File: config.mk
export PLATFORM = sky130hd
export DESIGN_NAME = decode_stage_flat
export DESIGN_NICKNAME = d
export VERILOG_FILES = /design/src/rtl/decode_stage_if.sv /design/src/rtl/decode_stage.sv /design/src/flat_wrapper.sv
export SDC_FILE = /design/constraint.sdc
export NUM_CORES = 2
export LEC_CHECK = 0
export CAP_MARGIN = 20
export CORE_MARGIN = 10
export CORE_UTILIZATION = 40
export DETAILED_ROUTE_END_ITERATION = 10
export PLACE_DENSITY = 0.53
export SLEW_MARGIN = 30
export SYNTH_ARGS = -nofsm -noshare
export SYNTH_HDL_FRONTEND = slang
export SYNTH_SLANG_ARGS = --single-unit
File: constraint.sdc
create_clock -name clk -period 7.9 [get_ports clk]
set_clock_uncertainty 0.1 [all_clocks]
set_input_delay 1.58 -clock clk [delete_from_list [all_inputs] [get_ports clk]]
set_output_delay 1.58 -clock clk [all_outputs]
set_load 0.005 [all_outputs]
File: src/rtl/decode_stage_if.sv
// Fetch/execute handshake bundle for decode_stage.
// slave: decode side; master: fetch + execute side.
interface decode_stage_if #(
  parameter int DATA_WIDTH   = 32,
  parameter int OPCODE_WIDTH = 3,
  parameter int ADDR_WIDTH   = 5,
  parameter int INSTR_WIDTH  = 32
);
  logic                    if_valid;
  logic [INSTR_WIDTH-1:0]  if_instruction;
  logic                    if_ready;
  logic                    ex_ready;
  logic                    id_valid;
  logic [DATA_WIDTH-1:0]   alu_data_in_a;
  logic [DATA_WIDTH-1:0]   alu_data_in_b;
  logic [OPCODE_WIDTH-1:0] alu_opcode;
  logic [OPCODE_WIDTH-1:0] alu_function;
  logic [ADDR_WIDTH-1:0]   id_write_address;
  logic                    id_write_enable;

  modport master (
    output if_valid, if_instruction, ex_ready,
    input  if_ready, id_valid,
    input  alu_data_in_a, alu_data_in_b,
    input  alu_opcode, alu_function,
    input  id_write_address, id_write_enable
  );

  modport slave (
    input  if_valid, if_instruction, ex_ready,
    output if_ready, id_valid,
    output alu_data_in_a, alu_data_in_b,
    output alu_opcode, alu_function,
    output id_write_address, id_write_enable
  );
endinterface

File: src/rtl/decode_stage.sv
// uDLX decode: regfile, pending scoreboard, one output register.
// Ports: clk, rst, wb_* writeback, flush, bus (fetch in / execute out).
module decode_stage #(
  parameter int DATA_WIDTH   = 32,
  parameter int OPCODE_WIDTH = 3,
  parameter int ADDR_WIDTH   = 5,
  parameter int INSTR_WIDTH  = 32
) (
  input  logic                  clk,
  input  logic                  rst,
  input  logic                  wb_write_enable,
  input  logic [ADDR_WIDTH-1:0] wb_write_address,
  input  logic [DATA_WIDTH-1:0] wb_write_data,
  input  logic                  flush,
  decode_stage_if.slave         bus
);
  localparam logic [5:0] TYPE_R_OPCODE = 6'h00;
  localparam logic [5:0] ADDI_OPCODE   = 6'h08;
  localparam logic [5:0] SUBI_OPCODE   = 6'h0A;
  localparam logic [5:0] ANDI_OPCODE   = 6'h0C;
  localparam logic [5:0] ORI_OPCODE    = 6'h0D;
  localparam int         NREG          = 1 << ADDR_WIDTH;

  logic [DATA_WIDTH-1:0]   rf_q [NREG];
  logic [NREG-1:0]         pend_q, pend_d;
  logic                    valid_q;
  logic [DATA_WIDTH-1:0]   a_q, b_q;
  logic [OPCODE_WIDTH-1:0] op_q, fn_q;
  logic [ADDR_WIDTH-1:0]   wa_q;
  logic                    we_q;

  logic [5:0]              opc;
  logic [ADDR_WIDTH-1:0]   rs1, rs2, rd, dest;
  logic [15:0]             imm;
  logic                    is_r, is_i, we;
  logic [NREG-1:0]         wb_hit, eff_pend;
  logic [DATA_WIDTH-1:0]   a_d, rs2_val, b_d;
  logic                    hazard, drain, ready, accept;

  assign opc = bus.if_instruction[31:26];
  assign rs1 = bus.if_instruction[21 +: ADDR_WIDTH];
  assign rs2 = bus.if_instruction[16 +: ADDR_WIDTH];
  assign rd  = bus.if_instruction[11 +: ADDR_WIDTH];
  assign imm = bus.if_instruction[15:0];

  always_comb begin
    is_r = 1'b0;
    is_i = 1'b0;
    unique case (1'b1)
      (opc == TYPE_R_OPCODE): is_r = 1'b1;
      (opc == ADDI_OPCODE),
      (opc == SUBI_OPCODE),
      (opc == ANDI_OPCODE),
      (opc == ORI_OPCODE):    is_i = 1'b1;
      default:                ;
    endcase
  end

  assign we   = is_r | is_i;
  assign dest = is_i ? rs2 : rd;

  // A writeback this cycle both bypasses reads and retires pending.
  assign wb_hit   = wb_write_enable ?
                    (NREG'(1) << wb_write_address) : '0;
  assign eff_pend = pend_q & ~wb_hit;

  always_comb begin
    a_d     = '0;
    rs2_val = '0;
    if (rs1 != '0)
      a_d = wb_hit[rs1] ? wb_write_data : rf_q[rs1];
    if (rs2 != '0)
      rs2_val = wb_hit[rs2] ? wb_write_data : rf_q[rs2];
    b_d = is_r ? rs2_val :
          {{(DATA_WIDTH-16){imm[15]}}, imm};
  end

  assign hazard = bus.if_valid &
                  (eff_pend[rs1] |
                   (is_r & eff_pend[rs2]) |
                   (we & eff_pend[dest]));
  assign drain  = ~valid_q | bus.ex_ready;
  assign ready  = drain & ~hazard & ~flush;
  assign accept = bus.if_valid & ready;

  // Set is applied after clears so it wins on the same address.
  always_comb begin
    pend_d = pend_q & ~wb_hit;
    if (flush && valid_q && we_q)
      pend_d[wa_q] = 1'b0;
    if (accept && we)
      pend_d[dest] = 1'b1;
    pend_d[0] = 1'b0;
  end

  always_ff @(posedge clk) begin
    if (rst) begin
      pend_q  <= '0;
      valid_q <= 1'b0;
      a_q     <= '0;
      b_q     <= '0;
      op_q    <= '0;
      fn_q    <= '0;
      wa_q    <= '0;
      we_q    <= 1'b0;
    end else begin
      pend_q <= pend_d;
      if (flush) begin
        valid_q <= 1'b0;
      end else if (accept) begin
        valid_q <= 1'b1;
        a_q     <= a_d;
        b_q     <= b_d;
        op_q    <= opc[OPCODE_WIDTH-1:0];
        fn_q    <= bus.if_instruction[OPCODE_WIDTH-1:0];
        wa_q    <= dest;
        we_q    <= we;
      end else if (drain) begin
        valid_q <= 1'b0;
      end
    end
  end

  always_ff @(posedge clk) begin
    if (rst) begin
      for (int i = 0; i < NREG; i++)
        rf_q[i] <= '0;
    end else if (wb_write_enable &&
                 wb_write_address != '0) begin
      rf_q[wb_write_address] <= wb_write_data;
    end
  end

  assign bus.if_ready         = ready;
  assign bus.id_valid         = valid_q;
  assign bus.alu_data_in_a    = a_q;
  assign bus.alu_data_in_b    = b_q;
  assign bus.alu_opcode       = op_q;
  assign bus.alu_function     = fn_q;
  assign bus.id_write_address = wa_q;
  assign bus.id_write_enable  = we_q;
endmodule

File: src/flat_wrapper.sv
// flat-port wrapper written by rule: the top's interface ports become plain ports
module decode_stage_flat 
#(
  parameter int DATA_WIDTH   = 32,
  parameter int OPCODE_WIDTH = 3,
  parameter int ADDR_WIDTH   = 5,
  parameter int INSTR_WIDTH  = 32
)
  (clk, rst, wb_write_enable, wb_write_address, wb_write_data, flush, bus_if_valid, bus_if_instruction, bus_ex_ready, bus_if_ready, bus_id_valid, bus_alu_data_in_a, bus_alu_data_in_b, bus_alu_opcode, bus_alu_function, bus_id_write_address, bus_id_write_enable);
  decode_stage_if #(.DATA_WIDTH(DATA_WIDTH), .OPCODE_WIDTH(OPCODE_WIDTH), .ADDR_WIDTH(ADDR_WIDTH), .INSTR_WIDTH(INSTR_WIDTH)) bus_i ();
  input  logic clk;
  input  logic rst;
  input  logic wb_write_enable;
  input  logic [ADDR_WIDTH-1:0] wb_write_address;
  input  logic [DATA_WIDTH-1:0] wb_write_data;
  input  logic flush;
  input wire logic [$bits(bus_i.if_valid)-1:0] bus_if_valid;
  input wire logic [$bits(bus_i.if_instruction)-1:0] bus_if_instruction;
  input wire logic [$bits(bus_i.ex_ready)-1:0] bus_ex_ready;
  output wire logic [$bits(bus_i.if_ready)-1:0] bus_if_ready;
  output wire logic [$bits(bus_i.id_valid)-1:0] bus_id_valid;
  output wire logic [$bits(bus_i.alu_data_in_a)-1:0] bus_alu_data_in_a;
  output wire logic [$bits(bus_i.alu_data_in_b)-1:0] bus_alu_data_in_b;
  output wire logic [$bits(bus_i.alu_opcode)-1:0] bus_alu_opcode;
  output wire logic [$bits(bus_i.alu_function)-1:0] bus_alu_function;
  output wire logic [$bits(bus_i.id_write_address)-1:0] bus_id_write_address;
  output wire logic [$bits(bus_i.id_write_enable)-1:0] bus_id_write_enable;
  assign bus_i.if_valid = bus_if_valid;
  assign bus_i.if_instruction = bus_if_instruction;
  assign bus_i.ex_ready = bus_ex_ready;
  assign bus_if_ready = bus_i.if_ready;
  assign bus_id_valid = bus_i.id_valid;
  assign bus_alu_data_in_a = bus_i.alu_data_in_a;
  assign bus_alu_data_in_b = bus_i.alu_data_in_b;
  assign bus_alu_opcode = bus_i.alu_opcode;
  assign bus_alu_function = bus_i.alu_function;
  assign bus_id_write_address = bus_i.id_write_address;
  assign bus_id_write_enable = bus_i.id_write_enable;
  decode_stage #(.DATA_WIDTH(DATA_WIDTH), .OPCODE_WIDTH(OPCODE_WIDTH), .ADDR_WIDTH(ADDR_WIDTH), .INSTR_WIDTH(INSTR_WIDTH)) u_core (.clk(clk), .rst(rst), .wb_write_enable(wb_write_enable), .wb_write_address(wb_write_address), .wb_write_data(wb_write_data), .flush(flush), .bus(bus_i));
endmodule
==> results.json <==
{
  "drv_cap": 0,
  "start_kind": "input port",
  "cts_tree": "built",
  "crit_required_ps": 6220,
  "power_frac_clock": 0.406,
  "clk_pin_slew_ps": 60,
  "cts_max_path_buffers": 3,
  "syn_avg_cell_area_um2": 15.0,
  "start_util": 0.404,
  "synth_flop_cell": "edfxtp_1",
  "fillers": 13185,
  "post-route-drc-count": 0,
  "place_hpwl_um": 134000,
  "critPathKind": "input port to output port",
  "design.core.area_um2": 150000,
  "clk_latency_ps": 780,
  "cts.htree.levels": 4,
  "post-place-ws_ps": 881,
  "port_buffers": 152,
  "async_flop_share": 0,
  "numCtsBuffers": 133,
  "hold_class": "flip-flop to flip-flop",
  "dp.cells": 5964,
  "wire_per_inst_um": 36.7,
  "r2r_cells": 11,
  "ant_nets": 0,
  "holdPathStages": 2,
  "max_slew_margin": 0.185,
  "drt_wl_total_um": 228000,
  "p_comb_frac": 0.126,
  "clock.fmax_mhz": 142,
  "cpLargestDelayFamily": "buffers and inverters",
  "synthMostInstantiatedCell": "edfxtp_1",
  "path_cells": "clkdlybuf4s50_1 > nand4bb_1 > o2111ai_1 > o211ai_1 > or4_1 > o211ai_1 > o31ai_1 > a31o_2 > a21boi_0 > clkdlybuf4s50_1",
  "hold_viol_final": 0,
  "grt_pass1_wl_um": 318000,
  "crit_path_end_kind": "output port",
  "synth_edf_count": 1024,
  "die_h_um": 410,
  "fin_crit_ps": 7030,
  "arrival_ps": 5350,
  "setup_viol": 0,
  "nets": 4160,
  "post_dp_cell_area_um2": 65100,
  "overflow": 0,
  "syn_area_um2": 60800,
  "cp_num_cells": 10,
  "p_int_mw": 11.2,
  "vias": 39277,
  "fin_util": 0.462,
  "path_buf_inv": 2,
  "switching_share": 0.255,
  "syn_inst": 4054,
  "fin_area_um2": 69400,
  "critPathMaxFanout": 14,
  "worst_slack_ps": 874,
  "grt_antenna_before_repair": 29,
  "slew_violations": 0,
  "ys_warn_count": 0,
  "timing.final.crit_share": 0.889,
  "power_density_nw_per_um2": 216,
  "ys_seq_area_frac": 0.542,
  "synth_cell_types": 79,
  "grt_usage": 0.267,
  "yosysTopAreaCell": "edfxtp_1",
  "synth_top_area_share": 0.506,
  "postCtsResizedCells": 0,
  "leakagePower_nw": 23.1,
  "grt_pass1_vias": 39457,
  "netlist_top_cells_count": "1024 x edfxtp_1, 995 x and2_1, 640 x mux4_2",
  "rsz0062_at_grt": "false",
  "dr.pass1.iters": 5,
  "cts_sinks": 1132,
  "switchingPower_mw": 3.83,
  "slowest_delay_ps": 810,
  "synthTopCellsByArea": "edfxtp_1 51%, mux4_2 24%, and2_1 10%, dfxtp_1 3.6%, clkbuf_1 2.2%",
  "vias_per_cell": 6.32,
  "ir_worst_vdd_v": 0.000225,
  "placement_rows": 142,
  "p_seq_frac": 0.468,
  "grt_max_degree": 100,
  "yosys_register_bits": 1132,
  "place_congestion": 0.899,
  "outcome": "complete, no violations",
  "cpMaxStageDelayCell": "clkdlybuf4s50_1",
  "die_area_um2": 168000,
  "tightest_slew_ps": 1210,
  "drt_iter0_markers": 5356,
  "die_w_um": 410,
  "drive_gt1_frac": 0.270,
  "tns_ps": 0,
  "cts_setup_buffers": 0,
  "syn_to_final_growth_pct": 14.2,
  "cts-root-buf": "clkbuf_16",
  "stdcell_count": 6216,
  "holdBufCountCts": 0,
  "pin_count": 153
}
==> cells by family after synthesis <==
kind of cell	Yosys count	synth area share
AND/OR/NAND/NOR	1335	0.130
buffers and inverters	454	0.0287
flip-flops	1132	0.542
multiplexers	734	0.253
other	1	0.0000617
AO/OA/AOI/OAI	388	0.0447
XOR/XNOR	10	0.00144
==> worst reg2reg max path: cells and delay by family (launching register included) <==
| family | cells | cell delay (ps) |
|---|---|---|
| buffers and inverters | 2 | 840 |
| muxes | 1 | 330 |
| and+or+nand+nor | 1 | 580 |
| AOI/OAI and AO/OA | 7 | 1500 |
| DFF | 1 | 360 |
==> cell usage in the layout, fill, tap and decap left out, types with 38 or more instances in the layout <==
| master | Yosys | layout |
|---|---|---|
| clkdlybuf4s50_1 | 0 | 133 |
| and2_1 | 995 | 994 |
| a21oi_1 | 60 | 58 |
| nor3_1 | 64 | 53 |
| mux4_2 | 640 | 640 |
| edfxtp_1 | 1024 | 1024 |
| a211oi_1 | 55 | 52 |
| buf_4 | 0 | 137 |
| dfxtp_1 | 108 | 108 |
| nand2_1 | 67 | 66 |
| nor2_1 | 101 | 81 |
| clkbuf_1 | 353 | 38 |
| o211ai_1 | 57 | 57 |
| o21ai_0 | 73 | 52 |
| mux2i_1 | 83 | 83 |
| clkbuf_16 | 0 | 139 |
==> layer usage <==
metal / share of wire / global-route usage / vias up
met4: 0.036 / 0.101 / 8
met3: 0.086 / 0.0522 / 405
met2: 0.48 / 0.427 / 2095
met1: 0.40 / 0.362 / 20892
li1: - / - / 15877
met5: 0.00025 / 0 / -
==> layout make-up <==
cell class              instances  area [um2]  area share
flip-flops and latches       1132       32900       0.474
multi-input cells            2499       26700       0.385
clock buffers                 181        3680      0.0530
repair buffers                307        2930      0.0422
well taps                    2016        2520      0.0364
clock inverters                60         527     0.00759
inverters                      12        52.6    0.000757
diodes                          9        22.5    0.000325
==> through the flow <==
step | hold slack [ps] | total power, mW
after global routing | 409 | 15.4
after global placement | 363 | 8.99
after floorplan | 361 | 8.23
after CTS | 383 | 15.1
after detailed placement | 374 | 9.03
final | 384 | 15.0
==> power by group through the flow <==
stage | combinational (mW) | clock, mW | sequential, mW
2_1_floorplan | 1.14 | 0 | 7.08
3_3_place_gp | 1.87 | 0 | 7.13
3_5_place_dp | 1.88 | 0 | 7.14
4_1_cts | 1.89 | 6.17 | 7.02
5_1_grt | 1.96 | 6.40 | 7.06
6_report | 1.89 | 6.10 | 7.03
==> flip-flops by register name (all words and copies together), names as in the netlist <==
signal	count
u_core.bus.id_valid	1
u_core.bus.alu_data_in_a	32
u_core.bus.id_write_address	5
u_core.bus.alu_function	3
u_core.bus.alu_data_in_b	32
u_core.bus.alu_opcode	3
u_core.bus.id_write_enable	1
u_core.rf_q	1024
u_core.pend_q	31
==> path summary, 6_finish.rpt <==
check | start | endpoint | slack, ps
worst max-delay path | wb_write_enable | bus_if_ready | 870
worst min register to register | u_core.bus.alu_opcode[0] | u_core.bus.alu_opcode[0] | 380
worst min-delay path | u_core.bus.alu_opcode[0] | u_core.bus.alu_opcode[0] | 380
worst max register to register | u_core.pend_q[27] | u_core.bus.alu_data_in_b[20] | 4050
Power figures use the tool's default switching activity.
